### config.mk
export PLATFORM = sky130hd
export DESIGN_NAME = amiga_serial_bridge
export DESIGN_NICKNAME = d
export VERILOG_FILES = /design/src/rtl/amiga_serial_bridge.sv
export SDC_FILE = /design/constraint.sdc
export NUM_CORES = 1
export LEC_CHECK = 0
export ABC_AREA = 1
export CORE_UTILIZATION = 64
export DETAILED_ROUTE_END_ITERATION = 10
export PLACE_DENSITY = 0.85
export SLEW_MARGIN = 5
export SYNTH_ARGS = -nofsm -noshare
export SYNTH_HDL_FRONTEND = slang
export SYNTH_SLANG_ARGS = --single-unit
export TNS_END_PERCENT = 10
### constraint.sdc
create_clock -name i_clk -period 5 [get_ports i_clk]
set_input_delay 1 -clock i_clk [delete_from_list [all_inputs] [get_ports i_clk]]
set_output_delay 1 -clock i_clk [all_outputs]
set_load 0.02 [all_outputs]
### src/rtl/amiga_serial_bridge.sv
// amiga_serial_bridge: host-side 8N1 serial bridge to Paula's rxd/txd pins.
// TX serialises host bytes onto o_ser_rxd; RX deserialises i_ser_txd into a buffer.
// Build option: define AMIGA_SERIAL_BRIDGE_RXFIFO_EN for a 2^RXFIFO_AW-entry RX FIFO,
// otherwise the RX buffer is a single holding register.
module amiga_serial_bridge #(
    parameter int unsigned DIV       = 62,
    parameter int unsigned RXFIFO_AW = 4
) (
    input  logic       i_clk,
    input  logic       i_reset_n,
    input  logic       i_clk7_en,
    input  logic [7:0] i_h_tx_data,
    input  logic       i_h_tx_valid,
    output logic       o_h_tx_ready,
    output logic [7:0] o_h_rx_data,
    output logic       o_h_rx_valid,
    input  logic       i_h_rx_ready,
    input  logic       i_clr_err,
    output logic       o_rx_ovf,
    output logic       o_rx_ferr,
    output logic       o_ser_rxd,
    input  logic       i_ser_txd
);

    localparam logic [15:0] DivM1  = 16'(DIV - 1);
    localparam logic [15:0] HalfM1 = 16'(DIV / 2 - 1);

    if (DIV < 4 || DIV > 65535 || RXFIFO_AW < 1 || RXFIFO_AW > 12) begin : g_param_check
        $error("amiga_serial_bridge: DIV or RXFIFO_AW out of range");
    end

    // ---------------------------------------------------------------- TX
    typedef enum logic [1:0] {TxIdle, TxStart, TxData, TxStop} tx_state_e;

    tx_state_e   r_tx_state, w_tx_state;
    logic [15:0] r_tx_cnt, w_tx_cnt;
    logic [2:0]  r_tx_idx, w_tx_idx;
    logic [7:0]  r_tx_byte, w_tx_byte;
    logic        r_rxd, w_rxd;
    logic        w_tx_zero;

    assign w_tx_zero    = (r_tx_cnt == 16'd0);
    assign o_h_tx_ready = (r_tx_state == TxIdle);
    assign o_ser_rxd    = r_rxd;

    // TX next-state: each state lasts DIV ticks; the line level is registered with the state
    always_comb begin
        w_tx_state = r_tx_state;
        w_tx_cnt   = r_tx_cnt;
        w_tx_idx   = r_tx_idx;
        w_tx_byte  = r_tx_byte;
        w_rxd      = r_rxd;
        if (i_clk7_en) begin
            unique case (r_tx_state)
                TxIdle: begin
                    if (i_h_tx_valid) begin
                        w_tx_byte  = i_h_tx_data;
                        w_rxd      = 1'b0;
                        w_tx_cnt   = DivM1;
                        w_tx_state = TxStart;
                    end
                end
                TxStart: begin
                    if (w_tx_zero) begin
                        w_rxd      = r_tx_byte[0];
                        w_tx_idx   = 3'd0;
                        w_tx_cnt   = DivM1;
                        w_tx_state = TxData;
                    end else begin
                        w_tx_cnt = r_tx_cnt - 16'd1;
                    end
                end
                TxData: begin
                    if (w_tx_zero) begin
                        w_tx_cnt = DivM1;
                        if (r_tx_idx == 3'd7) begin
                            w_rxd      = 1'b1;
                            w_tx_state = TxStop;
                        end else begin
                            w_tx_idx = r_tx_idx + 3'd1;
                            w_rxd    = r_tx_byte[r_tx_idx + 3'd1];
                        end
                    end else begin
                        w_tx_cnt = r_tx_cnt - 16'd1;
                    end
                end
                TxStop: begin
                    if (w_tx_zero) begin
                        w_tx_state = TxIdle;
                    end else begin
                        w_tx_cnt = r_tx_cnt - 16'd1;
                    end
                end
                default: w_tx_state = TxIdle;
            endcase
        end
    end

    // TX state register; reset forces the line idle-high on the same edge
    always_ff @(posedge i_clk) begin
        if (!i_reset_n) begin
            r_tx_state <= TxIdle;
            r_tx_cnt   <= 16'd0;
            r_tx_idx   <= 3'd0;
            r_tx_byte  <= 8'h00;
            r_rxd      <= 1'b1;
        end else begin
            r_tx_state <= w_tx_state;
            r_tx_cnt   <= w_tx_cnt;
            r_tx_idx   <= w_tx_idx;
            r_tx_byte  <= w_tx_byte;
            r_rxd      <= w_rxd;
        end
    end

    // ---------------------------------------------------------------- RX
    typedef enum logic [2:0] {RxIdle, RxStart, RxData, RxStop, RxBreak} rx_state_e;

    rx_state_e   r_rx_state, w_rx_state;
    logic [15:0] r_rx_cnt, w_rx_cnt;
    logic [2:0]  r_rx_idx, w_rx_idx;
    logic [7:0]  r_rx_shift, w_rx_shift;
    logic        r_sync1, r_sync2, r_sync3;
    logic        w_rx_zero, w_push, w_ferr_set, w_ovf_set, w_pop, w_rx_valid;

    assign w_rx_zero = (r_rx_cnt == 16'd0);
    assign w_pop     = i_clk7_en & w_rx_valid & i_h_rx_ready;

    // Two-flop synchroniser plus one delay flop for falling-edge detection
    always_ff @(posedge i_clk) begin
        if (!i_reset_n) begin
            r_sync1 <= 1'b1;
            r_sync2 <= 1'b1;
            r_sync3 <= 1'b1;
        end else if (i_clk7_en) begin
            r_sync1 <= i_ser_txd;
            r_sync2 <= r_sync1;
            r_sync3 <= r_sync2;
        end
    end

    // RX next-state: mid-bit sampling; RxBreak waits for the line to recover after a bad stop
    always_comb begin
        w_rx_state = r_rx_state;
        w_rx_cnt   = r_rx_cnt;
        w_rx_idx   = r_rx_idx;
        w_rx_shift = r_rx_shift;
        w_push     = 1'b0;
        w_ferr_set = 1'b0;
        if (i_clk7_en) begin
            unique case (r_rx_state)
                RxIdle: begin
                    if (r_sync3 && !r_sync2) begin
                        w_rx_cnt   = HalfM1;
                        w_rx_state = RxStart;
                    end
                end
                RxStart: begin
                    if (w_rx_zero) begin
                        if (!r_sync2) begin
                            w_rx_cnt   = DivM1;
                            w_rx_idx   = 3'd0;
                            w_rx_state = RxData;
                        end else begin
                            w_rx_state = RxIdle;
                        end
                    end else begin
                        w_rx_cnt = r_rx_cnt - 16'd1;
                    end
                end
                RxData: begin
                    if (w_rx_zero) begin
                        w_rx_shift = {r_sync2, r_rx_shift[7:1]};
                        w_rx_cnt   = DivM1;
                        if (r_rx_idx == 3'd7) begin
                            w_rx_state = RxStop;
                        end else begin
                            w_rx_idx = r_rx_idx + 3'd1;
                        end
                    end else begin
                        w_rx_cnt = r_rx_cnt - 16'd1;
                    end
                end
                RxStop: begin
                    if (w_rx_zero) begin
                        if (r_sync2) begin
                            w_push     = 1'b1;
                            w_rx_state = RxIdle;
                        end else begin
                            w_ferr_set = 1'b1;
                            w_rx_state = RxBreak;
                        end
                    end else begin
                        w_rx_cnt = r_rx_cnt - 16'd1;
                    end
                end
                RxBreak: begin
                    if (r_sync2) begin
                        w_rx_state = RxIdle;
                    end
                end
                default: w_rx_state = RxIdle;
            endcase
        end
    end

    // RX state register
    always_ff @(posedge i_clk) begin
        if (!i_reset_n) begin
            r_rx_state <= RxIdle;
            r_rx_cnt   <= 16'd0;
            r_rx_idx   <= 3'd0;
            r_rx_shift <= 8'h00;
        end else begin
            r_rx_state <= w_rx_state;
            r_rx_cnt   <= w_rx_cnt;
            r_rx_idx   <= w_rx_idx;
            r_rx_shift <= w_rx_shift;
        end
    end

    // ---------------------------------------------------------------- RX buffer
`ifdef AMIGA_SERIAL_BRIDGE_RXFIFO_EN
    logic [7:0]           r_mem [1 << RXFIFO_AW];
    logic [RXFIFO_AW-1:0] r_wr, r_rd;
    logic [RXFIFO_AW:0]   r_cnt;
    logic                 w_full, w_wr;

    // Count MSB alone marks full because the count never exceeds the depth
    assign w_full      = r_cnt[RXFIFO_AW];
    assign w_wr        = w_push & (~w_full | w_pop);
    assign w_ovf_set   = w_push & w_full & ~w_pop;
    assign w_rx_valid  = (r_cnt != '0);
    assign o_h_rx_data = r_mem[r_rd];

    // FIFO storage and pointers; a write at full only happens alongside a pop
    always_ff @(posedge i_clk) begin
        if (!i_reset_n) begin
            for (int i = 0; i < (1 << RXFIFO_AW); i++) begin
                r_mem[i] <= 8'h00;
            end
            r_wr  <= '0;
            r_rd  <= '0;
            r_cnt <= '0;
        end else begin
            if (w_wr) begin
                r_mem[r_wr] <= r_rx_shift;
                r_wr        <= r_wr + 1'b1;
            end
            if (w_pop) begin
                r_rd <= r_rd + 1'b1;
            end
            if (w_wr && !w_pop) begin
                r_cnt <= r_cnt + 1'b1;
            end else if (!w_wr && w_pop) begin
                r_cnt <= r_cnt - 1'b1;
            end
        end
    end
`else
    logic [7:0] r_hold;
    logic       r_hold_v;

    assign w_ovf_set   = w_push & r_hold_v & ~w_pop;
    assign w_rx_valid  = r_hold_v;
    assign o_h_rx_data = r_hold;

    // Single holding register; a completing byte replaces it only if empty or being popped
    always_ff @(posedge i_clk) begin
        if (!i_reset_n) begin
            r_hold   <= 8'h00;
            r_hold_v <= 1'b0;
        end else if (w_push && (!r_hold_v || w_pop)) begin
            r_hold   <= r_rx_shift;
            r_hold_v <= 1'b1;
        end else if (w_pop) begin
            r_hold_v <= 1'b0;
        end
    end
`endif

    assign o_h_rx_valid = w_rx_valid;

    // Sticky error flags; a new error on the clearing tick wins
    always_ff @(posedge i_clk) begin
        if (!i_reset_n) begin
            o_rx_ovf  <= 1'b0;
            o_rx_ferr <= 1'b0;
        end else if (i_clk7_en) begin
            if (w_ovf_set) begin
                o_rx_ovf <= 1'b1;
            end else if (i_clr_err) begin
                o_rx_ovf <= 1'b0;
            end
            if (w_ferr_set) begin
                o_rx_ferr <= 1'b1;
            end else if (i_clr_err) begin
                o_rx_ferr <= 1'b0;
            end
        end
    end

endmodule

Word level (Yosys, flattened, before mapping)
Index checks and enable logic that the tools add are counted.

Add/sub/neg operators: 4. $mul: 0. Div/mod/pow operators: 0. Order comparisons: 1. Equal/unequal tests: 26. Shifts and indexed selects: 0. Mux-type cells: 54. Bitwise operators: 5. Reduce and logical (&&, ||, !) cells: 28.

Operators with widths (count): $mux W16 (8); $pmux W16 S4 (1); $pmux W16 S3 (1); $mux W3 (14); $logic_not A16 Y1 (2); $ne A2 B2 Y1 const B (16); $sub A16 B1 Y16 const B (2); $mux W1 (18); $pmux W3 S5 (1); $reduce_and A5 Y1 (3); $mux W2 (6); $pmux W3 S2 (2); $reduce_and A6 Y1 (2); $reduce_bool A2 Y1 (5); $eq A3 B3 Y1 const B (3); $reduce_and A3 Y1 (3); $pmux W2 S4 (1); $reduce_and A7 Y1 (1); $add A3 B1 Y3 const B (2); $eq A3 B2 Y1 const B (2); $and A1 B1 Y1 (4); $eq A2 B2 Y1 const B (2); $lt A3 B4 Y1 const B (1); $reduce_and A2 Y1 (2); other kinds (14) (16).

Register bits after elaboration: 74. Bits in latches: 0. Memory bits (writable): 0. Memory bits (read-only): 0. Input port bits: 15. Output and inout port bits: 13. Logic and storage cells: 134. Memories: 0.

Longest topological paths before layout
Gate-level depths: netlist (run 1).

Word-level depth: 8. Gate-level depth with buffers: 12. Mapped depth without buffers: 11.

Worst setup path before layout (run 1)
OpenSTA, ideal clock, no wires.

Path type: input -> register. From: input port i_clk7_en. To: register r_rx_cnt[1]. Library setup time: 0.116 ns. Arrival: 1.980 ns. Data required time: 4.884 ns. Slack: 2.905 ns. Cell stages on the path: 11. Buffers on the path: 2. Cell sequence: buf_2 > inv_2 > nor2_1 > nand2_1 > inv_2 > nand2_2 > nor2_4 > buf_6 > nand2_1 > nor2_1 > nor2_1.

Cells in the longest elaborated chain, start to end: 1.

RTL lines: from (decl) (line 11) `input logic i_clk7_en,`; $reduce_and A5 Y1 (no line); to (signal assigned) (line 216) `r_rx_cnt <= w_rx_cnt;`; to (decl) (line 120) `logic [15:0] r_rx_cnt, w_rx_cnt;`.

No other way between the ends. A chain may end at the register's enable or synchronous reset.

Worst setup path after layout (run 1)
From: input port i_clk7_en. To: register r_tx_cnt[1].

Cells in the longest elaborated chain, start to end: 1.

RTL lines: $reduce_and A3 Y1 (no line); to (signal assigned) (line 109) `r_tx_cnt <= w_tx_cnt;`; to (decl) (line 36) `logic [15:0] r_tx_cnt, w_tx_cnt;`.

No other way between the ends.

==> results of run 1 <==
worst min-delay path: cells and delay by family (launching register included):
family | cells | cell delay [ps]
compound gates | 1 | 50
buf+inv | 1 | 50
flops | 1 | 320
sequential cells by signal, indices dropped and copies added (netlist names), 3 cells and up:
name / count
r_rx_cnt: 16
r_tx_cnt: 16
o_h_rx_data: 8
r_rx_shift: 8
r_tx_byte: 8
r_rx_idx: 3
r_rx_state: 3
r_tx_idx: 3
per-stage QoR:
stage / std cells / worst slack, ps
4_1_cts: 736 / 2230
6_report: 736 / 2190
3_5_place_dp: 720 / 1860
5_1_grt: 736 / 2060
2_1_floorplan: 632 / 2900
3_3_place_gp: 720 / 1960
cell families after synthesis:
| kind of cell | synth area share, % |
|---|---|
| AO/OA/AOI/OAI | 12.6 |
| adder cells (fa/ha/maj) | 3.23 |
| flip-flops | 34.8 |
| AND/OR/NAND/NOR | 37.0 |
| buffers and inverters | 10.5 |
| XOR/XNOR | 1.85 |
routing by layer:
| metal | global-route usage [%] | vias up |
|---|---|---|
| met2 | 44.8 | 127 |
| met4 | 9.09 | 0 |
| li1 | - | 2047 |
| met3 | 6.63 | 10 |
| met1 | 35.5 | 1756 |
| met5 | 0 | - |
power breakdown:
part	switching, uW	internal, uW	total (uW)
logic	815	408	1220
registers	75.6	684	759
clock network	231	181	412
total	1120	1270	2390
synthesized netlist by cell type (all sizes together):
master and instances:
nand2 159, nor2 102, inv 88, dfxtp 74, a21oi 51, nand3 48
o21ai 42, ha 11, nand4 11, buf 10, xor2 9, clkbuf 7
nor3 7, or2 4, o211ai 3, a211oi 1, and3 1, clkinv 1
nand3b 1, nor3b 1, or3 1
worst max path at each step:
stage | to | slack [ps] | cells past startpoint
final | r_tx_cnt[1]$_SDFFE_PN0P_ | 2190 | 6
after global routing | r_rx_cnt[4]$_SDFFE_PN0P_ | 2060 | 10
after CTS | r_tx_cnt[1]$_SDFFE_PN0P_ | 2230 | 6
after detailed placement | r_tx_cnt[1]$_SDFFE_PN0P_ | 1860 | 6
after global placement | r_tx_cnt[1]$_SDFFE_PN0P_ | 1960 | 6
after floorplan | r_rx_cnt[1]$_SDFFE_PN0P_ | 2900 | 11
area by class of cell:
cell class / count / area (sq um)
multi-input combinational: 452 / 2330
clock buffer: 10 / 128
timing repair buffer: 28 / 278
tap: 77 / 96.3
inverter: 89 / 335
fill: 532 / 1700
sequential: 74 / 1480
clock inverter: 6 / 42.5
==> impl_results.md, run 1 <==
- Status: finished, final reports clean
- Routed met2 length: between 4000 and 5000 um
- Ranking of synthesized cells by area: dfxtp_1 (35%), nand2_1 (13%), nor2_1 (7.9%)
- Gpl congestion: about 0.87
- Cell Pwr Density: between 500 and 600 nW/um^2
- Ys Warns: 0
- Hold_sp: r_tx_byte[6]$_SDFFE_PN0P_
- Total wire length: around 9000 um
- Worst-Margin Slew: 703 ps
- Critical Path Max Stage Delay: around 650 ps
- Worst-path cell chain: clkdlybuf4s50_1 -> inv_2 -> a21oi_2 -> nand2_2 -> or2_2 -> a21oi_1
- Die W: about 84 um
- Post-DP HPWL: between 6000 and 7000 um
- Post-Syn Instances: roughly 630
- Detail Route Antenna Nets: 0
- CTS tree: built
- Kind of critical path: in -> reg
- NumNets Final: a little under 700
- Num Clock Sinks: 74
- Startpoint types: input port
- Unrepaired setup endpoints after global routing: no
- IO buf count: 27
- Commonest non-fill, non-tap cell in the layout: nand2_1
- Min-Delay Path Class: reg -> reg
- DR WL/cell: between 10 and 15 um
- Number of synthesized register bits: 74
- Min-Delay Endpoint: r_tx_byte[6]$_SDFFE_PN0P_
- RR Startpoint: r_tx_state[0]$_SDFFE_PN0P_
- CP bufs+invs: 2
- M1 WL: 4130 um
- Final Util: between 70% and 80%
- Antenna Cells: 0
- Row cnt: 29
- Area Overhead vs Synth: 10.2%
- H-tree levels: 3
- Worst Path Required: 5280 ps
- Peak supply drop: around 310 uV
- Element type at the critical path end: flip-flop
- Met3 wire length: 484 um
- DRC errors left: 0
- Finished Cell Area: approximately 4700 sq um
- Postcts setup bufs: 0
- GRT Util Overall: 27.4%
- Minimum clock period: around 2800 ps
- Fin Hold WS: 452 ps
- Cell Area, Placed: 4520 sq um
- Static leakage: roughly 0.0021 uW
- Initial antenna violation count: 0
- Vias in the first global route: around 3,700
- Clock buffer depth: 2
- Slew Limit Fails: 0
- R2R setup slack: around 2900 ps
- CP max-delay cell: clkdlybuf4s50_1
- First-pass GRT wire length: between 15,000 and 20,000 um
- Drt pass-1 iters: 5
- Hold Buf Count CTS: 0
- Top Metal Used: met4
- Clock Pin Slew Worst Setup and Hold Paths: around 80 ps
- CTS resizes: 0
- Cts bufs inserted: 9
- Layout cells sized above 1: 10.6%
- FF-to-FF End: r_tx_cnt[1]$_SDFFE_PN0P_
- Crit path max-delay family: buffers and inverters
- Avg Inst Size Synth: ~6.7 sq um
- Die Ht: between 80 and 90 um
- Core area: 6390 sq um
- Largest net degree at the start of global routing: 42
- Die area: 6980 sq um
- Netlist Area Pre-Place: 4260 sq um
- Total power: ~2400 uW
- Register area share after synthesis: 34.8%
- Via count: 3,940
- Synth top area share: between 30% and 40%
- Setup violators final: 0
- Syn nets: between 600 and 700
- Max_cap viols: 0
- Setup crit start: i_clk7_en
- Setup Skew: approximately 6.7 ps
- Period utilization: around 56%
- Slew HR: between 50% and 60%
- Post-route setup TNS: 0 ps
- IO Pins: 28
- Clk Latency, worst-skew pair: about 350 ps
- Clock root buffer: clkbuf_8
- Via density: approximately 5.4
- GRT overflow: 0
- Highest-count cells in the layout ignoring fill and taps: nand2_1 (148), nor2_1 (89), inv_1 (80)
- Initial Utilization: 66.6%
- Reg2reg path depth: 6
- Fin. Hold Viols: 0
- CP max FO: 13
- Fmax achieved: around 360 MHz
- Cell taking the most area after synthesis: dfxtp_1
- Crit path DAT: 3090 ps
- Starting DRT DRC Count: between 200 and 300
- Cell variety after synth: 39
- Hold path depth: 2
(Power assumes the default switching activity.)
==> inputs of run 2 (changes only) <==
--- a/config.mk
+++ b/config.mk
@@ -6,9 +6,9 @@
 export NUM_CORES = 1
 export LEC_CHECK = 0
 export ABC_AREA = 1
-export CORE_UTILIZATION = 64
+export CORE_UTILIZATION = 59
 export DETAILED_ROUTE_END_ITERATION = 10
-export PLACE_DENSITY = 0.85
+export PLACE_DENSITY = 0.8
 export SLEW_MARGIN = 5
 export SYNTH_ARGS = -nofsm -noshare
 export SYNTH_HDL_FRONTEND = slang
==> constraint.sdc (replaced) <==
create_clock -name i_clk -period 2.8 [get_ports i_clk]
set_input_delay 0.56 -clock i_clk [delete_from_list [all_inputs] [get_ports i_clk]]
set_output_delay 0.56 -clock i_clk [all_outputs]
set_load 0.02 [all_outputs]
==> run 2 against run 1 <==
Sequential power is 78% higher. Worst hold slack worse by 4.6 ps. Critical path depth is 3 lower. Largest cell class unchanged. Clock power is 120% higher. Power is 85% higher. Critical endpoint is now o_h_tx_ready. First-iteration DRC count is 28% lower. Via count is 1.1% lower. Cell count is 3.1% higher. Count of clock-buffer cells in the layout is 1 lower. Clock skew is 3.3 ps higher. Design area is 1.9% higher.
==> impl_results.md, run 2 (synthesized netlist as in run 1, its figures left out) <==
- Period utilization: between 80 and 90%
- CP bufs+invs: 2 (unchanged)
- Fin. Hold Viols: 0 (unchanged)
- Status: finished, final reports clean (unchanged)
- First-pass GRT wire length: 15,100 um (was 15,800 um)
- Slew HR: 52.6% (was 53.1%)
- Worst-path cell chain: inv_1 -> ha_1 -> clkdlybuf4s50_1 (was clkdlybuf4s50_1 -> inv_2 -> a21oi_2 -> nand2_2 -> or2_2 -> a21oi_1)
- Antenna Cells: 0 (unchanged)
- Post-DP HPWL: 6190 um (was 6360 um)
- Slew Limit Fails: 0 (unchanged)
- Initial antenna violation count: 0 (unchanged)
- DRC errors left: 0 (unchanged)
- Clock Pin Slew Worst Setup and Hold Paths: 90 ps (was 80 ps)
- Peak supply drop: 383 uV (was 309 uV)
- Cell Area, Placed: 4570 sq um (was 4520 sq um)
- Highest-count cells in the layout ignoring fill and taps: nand2_1 (148), nor2_1 (89), inv_1 (80) (unchanged)
- NumNets Final: 684 (was 680)
- Worst Setup EP: o_h_tx_ready (was r_tx_cnt[1]$_SDFFE_PN0P_)
- Worst Path Required: 2240 ps (was 5280 ps)
- Num Clock Sinks: 74 (unchanged)
- FF-to-FF End: o_h_rx_data[0]$_SDFFE_PN0P_ (was r_tx_cnt[1]$_SDFFE_PN0P_)
- Element type at the critical path end: primary output (was flip-flop)
- Setup crit start: r_tx_state[0]$_SDFFE_PN0P_ (was i_clk7_en)
- Largest net degree at the start of global routing: 29 (was 42)
- Core area: 6870 sq um (was 6390 sq um)
- Clock root buffer: clkbuf_8 (unchanged)
- Clk Latency, worst-skew pair: 360 ps (was 350 ps)
- IO buf count: 27 (unchanged)
- Static leakage: 0.00215 uW (was 0.00211 uW)
- Via count: 3,898 (was 3,940)
- Reg2reg path depth: 9 (was 6)
- DR WL/cell: 11.5 um (was 12.0 um)
- Initial Utilization: 61.9% (was 66.6%)
- GRT Util Overall: 25.1% (was 27.4%)
- Kind of critical path: reg -> out (was in -> reg)
- Max_cap viols: 0 (unchanged)
- Gpl congestion: 0.898 (was 0.869)
- Minimum clock period: 2300 ps
- Vias in the first global route: 3,624 (was 3,683)
- Postcts setup bufs: 0 (unchanged)
- Commonest non-fill, non-tap cell in the layout: nand2_1 (unchanged)
- Critical path depth: 3 (was 6)
- CP max-delay cell: clkdlybuf4s50_1 (unchanged)
- Finished Cell Area: 4780 sq um (was 4690 sq um)
- Unrepaired setup endpoints after global routing: no (unchanged)
- Worst-Margin Slew: 710 ps (was 703 ps)
- R2R setup slack: 870 ps (was 2860 ps)
- Fill cells: 577 (was 532)
- Clock buffer depth: 2 (unchanged)
- Cell Pwr Density: 926 nW/um^2 (was 511 nW/um^2)
- Crit path max-delay family: buffers and inverters (unchanged)
- Post-route setup TNS: 0 ps (unchanged)
- Die Ht: 86.9 um (was 83.5 um)
- Die W: 86.9 um (was 83.5 um)
- Via density: 5.14 (was 5.35)
- Die area: 7560 sq um (was 6980 sq um)
- IO Pins: 28 (unchanged)
- Crit path DAT: 1740 ps (was 3090 ps)
- Hold Buf Count CTS: 0 (unchanged)
- Setup violators final: 0 (unchanged)
- Min-Delay Path Class: reg -> reg (unchanged)
- Cts bufs inserted: 9 (unchanged)
- Total wire length: 8710 um (was 8800 um)
- Critical Path Max Stage Delay: 660 ps (was 650 ps)
- GRT overflow: 0 (unchanged)
- Storage cell area: 1480 sq um (unchanged)
- Setup Skew: 9.99 ps (was 6.69 ps)
- Multi-input logic area: 2330 sq um (unchanged)
- RR Startpoint: r_rx_cnt[0]$_SDFFE_PN0P_ (was r_tx_state[0]$_SDFFE_PN0P_)
- Starting DRT DRC Count: 191 (was 266)
- Drt pass-1 iters: 5 (unchanged)
- Biggest regs: r_rx_cnt x16, r_tx_cnt x16 (unchanged)
- Fmax achieved: 434 MHz
- Detail Route Antenna Nets: 0 (unchanged)
- H-tree levels: 3 (unchanged)
- CTS tree: built (unchanged)
- Layout cells sized above 1: 11.3% (was 10.6%)
- CTS resizes: 0 (unchanged)
- Area Overhead vs Synth: 12.3% (was 10.2%)
- CP max FO: 7 (was 13)
- Row cnt: 30 (was 29)
- Startpoint types: flip-flop (was input port)
run 2: layout make-up:
class                   instances  area share, %
multi-input cells             452           48.7
flip-flops and latches         74           31.0
clock buffers                   9           2.59
clock inverters                 7           1.75
inverters                      89           7.02
repair buffers                 32           6.44
well taps                      96           2.51
run 2: report_power, final:
| part | internal, uW | switching (uW) | leakage (uW) |
|---|---|---|---|
| registers | 1220 | 133 | 0.000602 |
| logic | 738 | 1450 | 0.00144 |
| clock network | 429 | 458 | 0.000103 |
run 2: per-stage QoR:
stage	setup slack, ps	hold WS, ps	cells	util [%]	total power (uW)
finish	495	447	759	69.6	4430
global route	439	469	759	69.6	4800
CTS	485	449	759	69.6	4430
detailed placement	459	435	743	66.6	3540
global placement	514	433	743	66.6	3490
floorplan	1140	423	632	-	3130
run 2: worst min path at each step:
stage | startpoint | to | depth (start not counted)
final | r_tx_byte[4]$_SDFFE_PN0P_ | r_tx_byte[4]$_SDFFE_PN0P_ | 2
after global routing | r_tx_byte[4]$_SDFFE_PN0P_ | r_tx_byte[4]$_SDFFE_PN0P_ | 2
after CTS | r_tx_byte[4]$_SDFFE_PN0P_ | r_tx_byte[4]$_SDFFE_PN0P_ | 2
after detailed placement | r_tx_byte[4]$_SDFFE_PN0P_ | r_tx_byte[4]$_SDFFE_PN0P_ | 2
after global placement | r_tx_byte[4]$_SDFFE_PN0P_ | r_tx_byte[4]$_SDFFE_PN0P_ | 2
after floorplan | r_tx_byte[4]$_SDFFE_PN0P_ | r_tx_byte[4]$_SDFFE_PN0P_ | 2
run 2: worst min-delay path: stages, from the launching register on:
cell and delay, ps:
dfxtp_1 320, inv_1 50, a21oi_1 50
run 2: metal layers:
layer	vias up	GRT usage [%]	routed length [um]	part of all wire, %
li1	2065	-	-	-
met1	1728	31.0	4140	48
met2	85	42.0	4000	46
met3	20	6.07	400	4.6
met4	0	9.70	163	1.9
met5	-	0	0	0
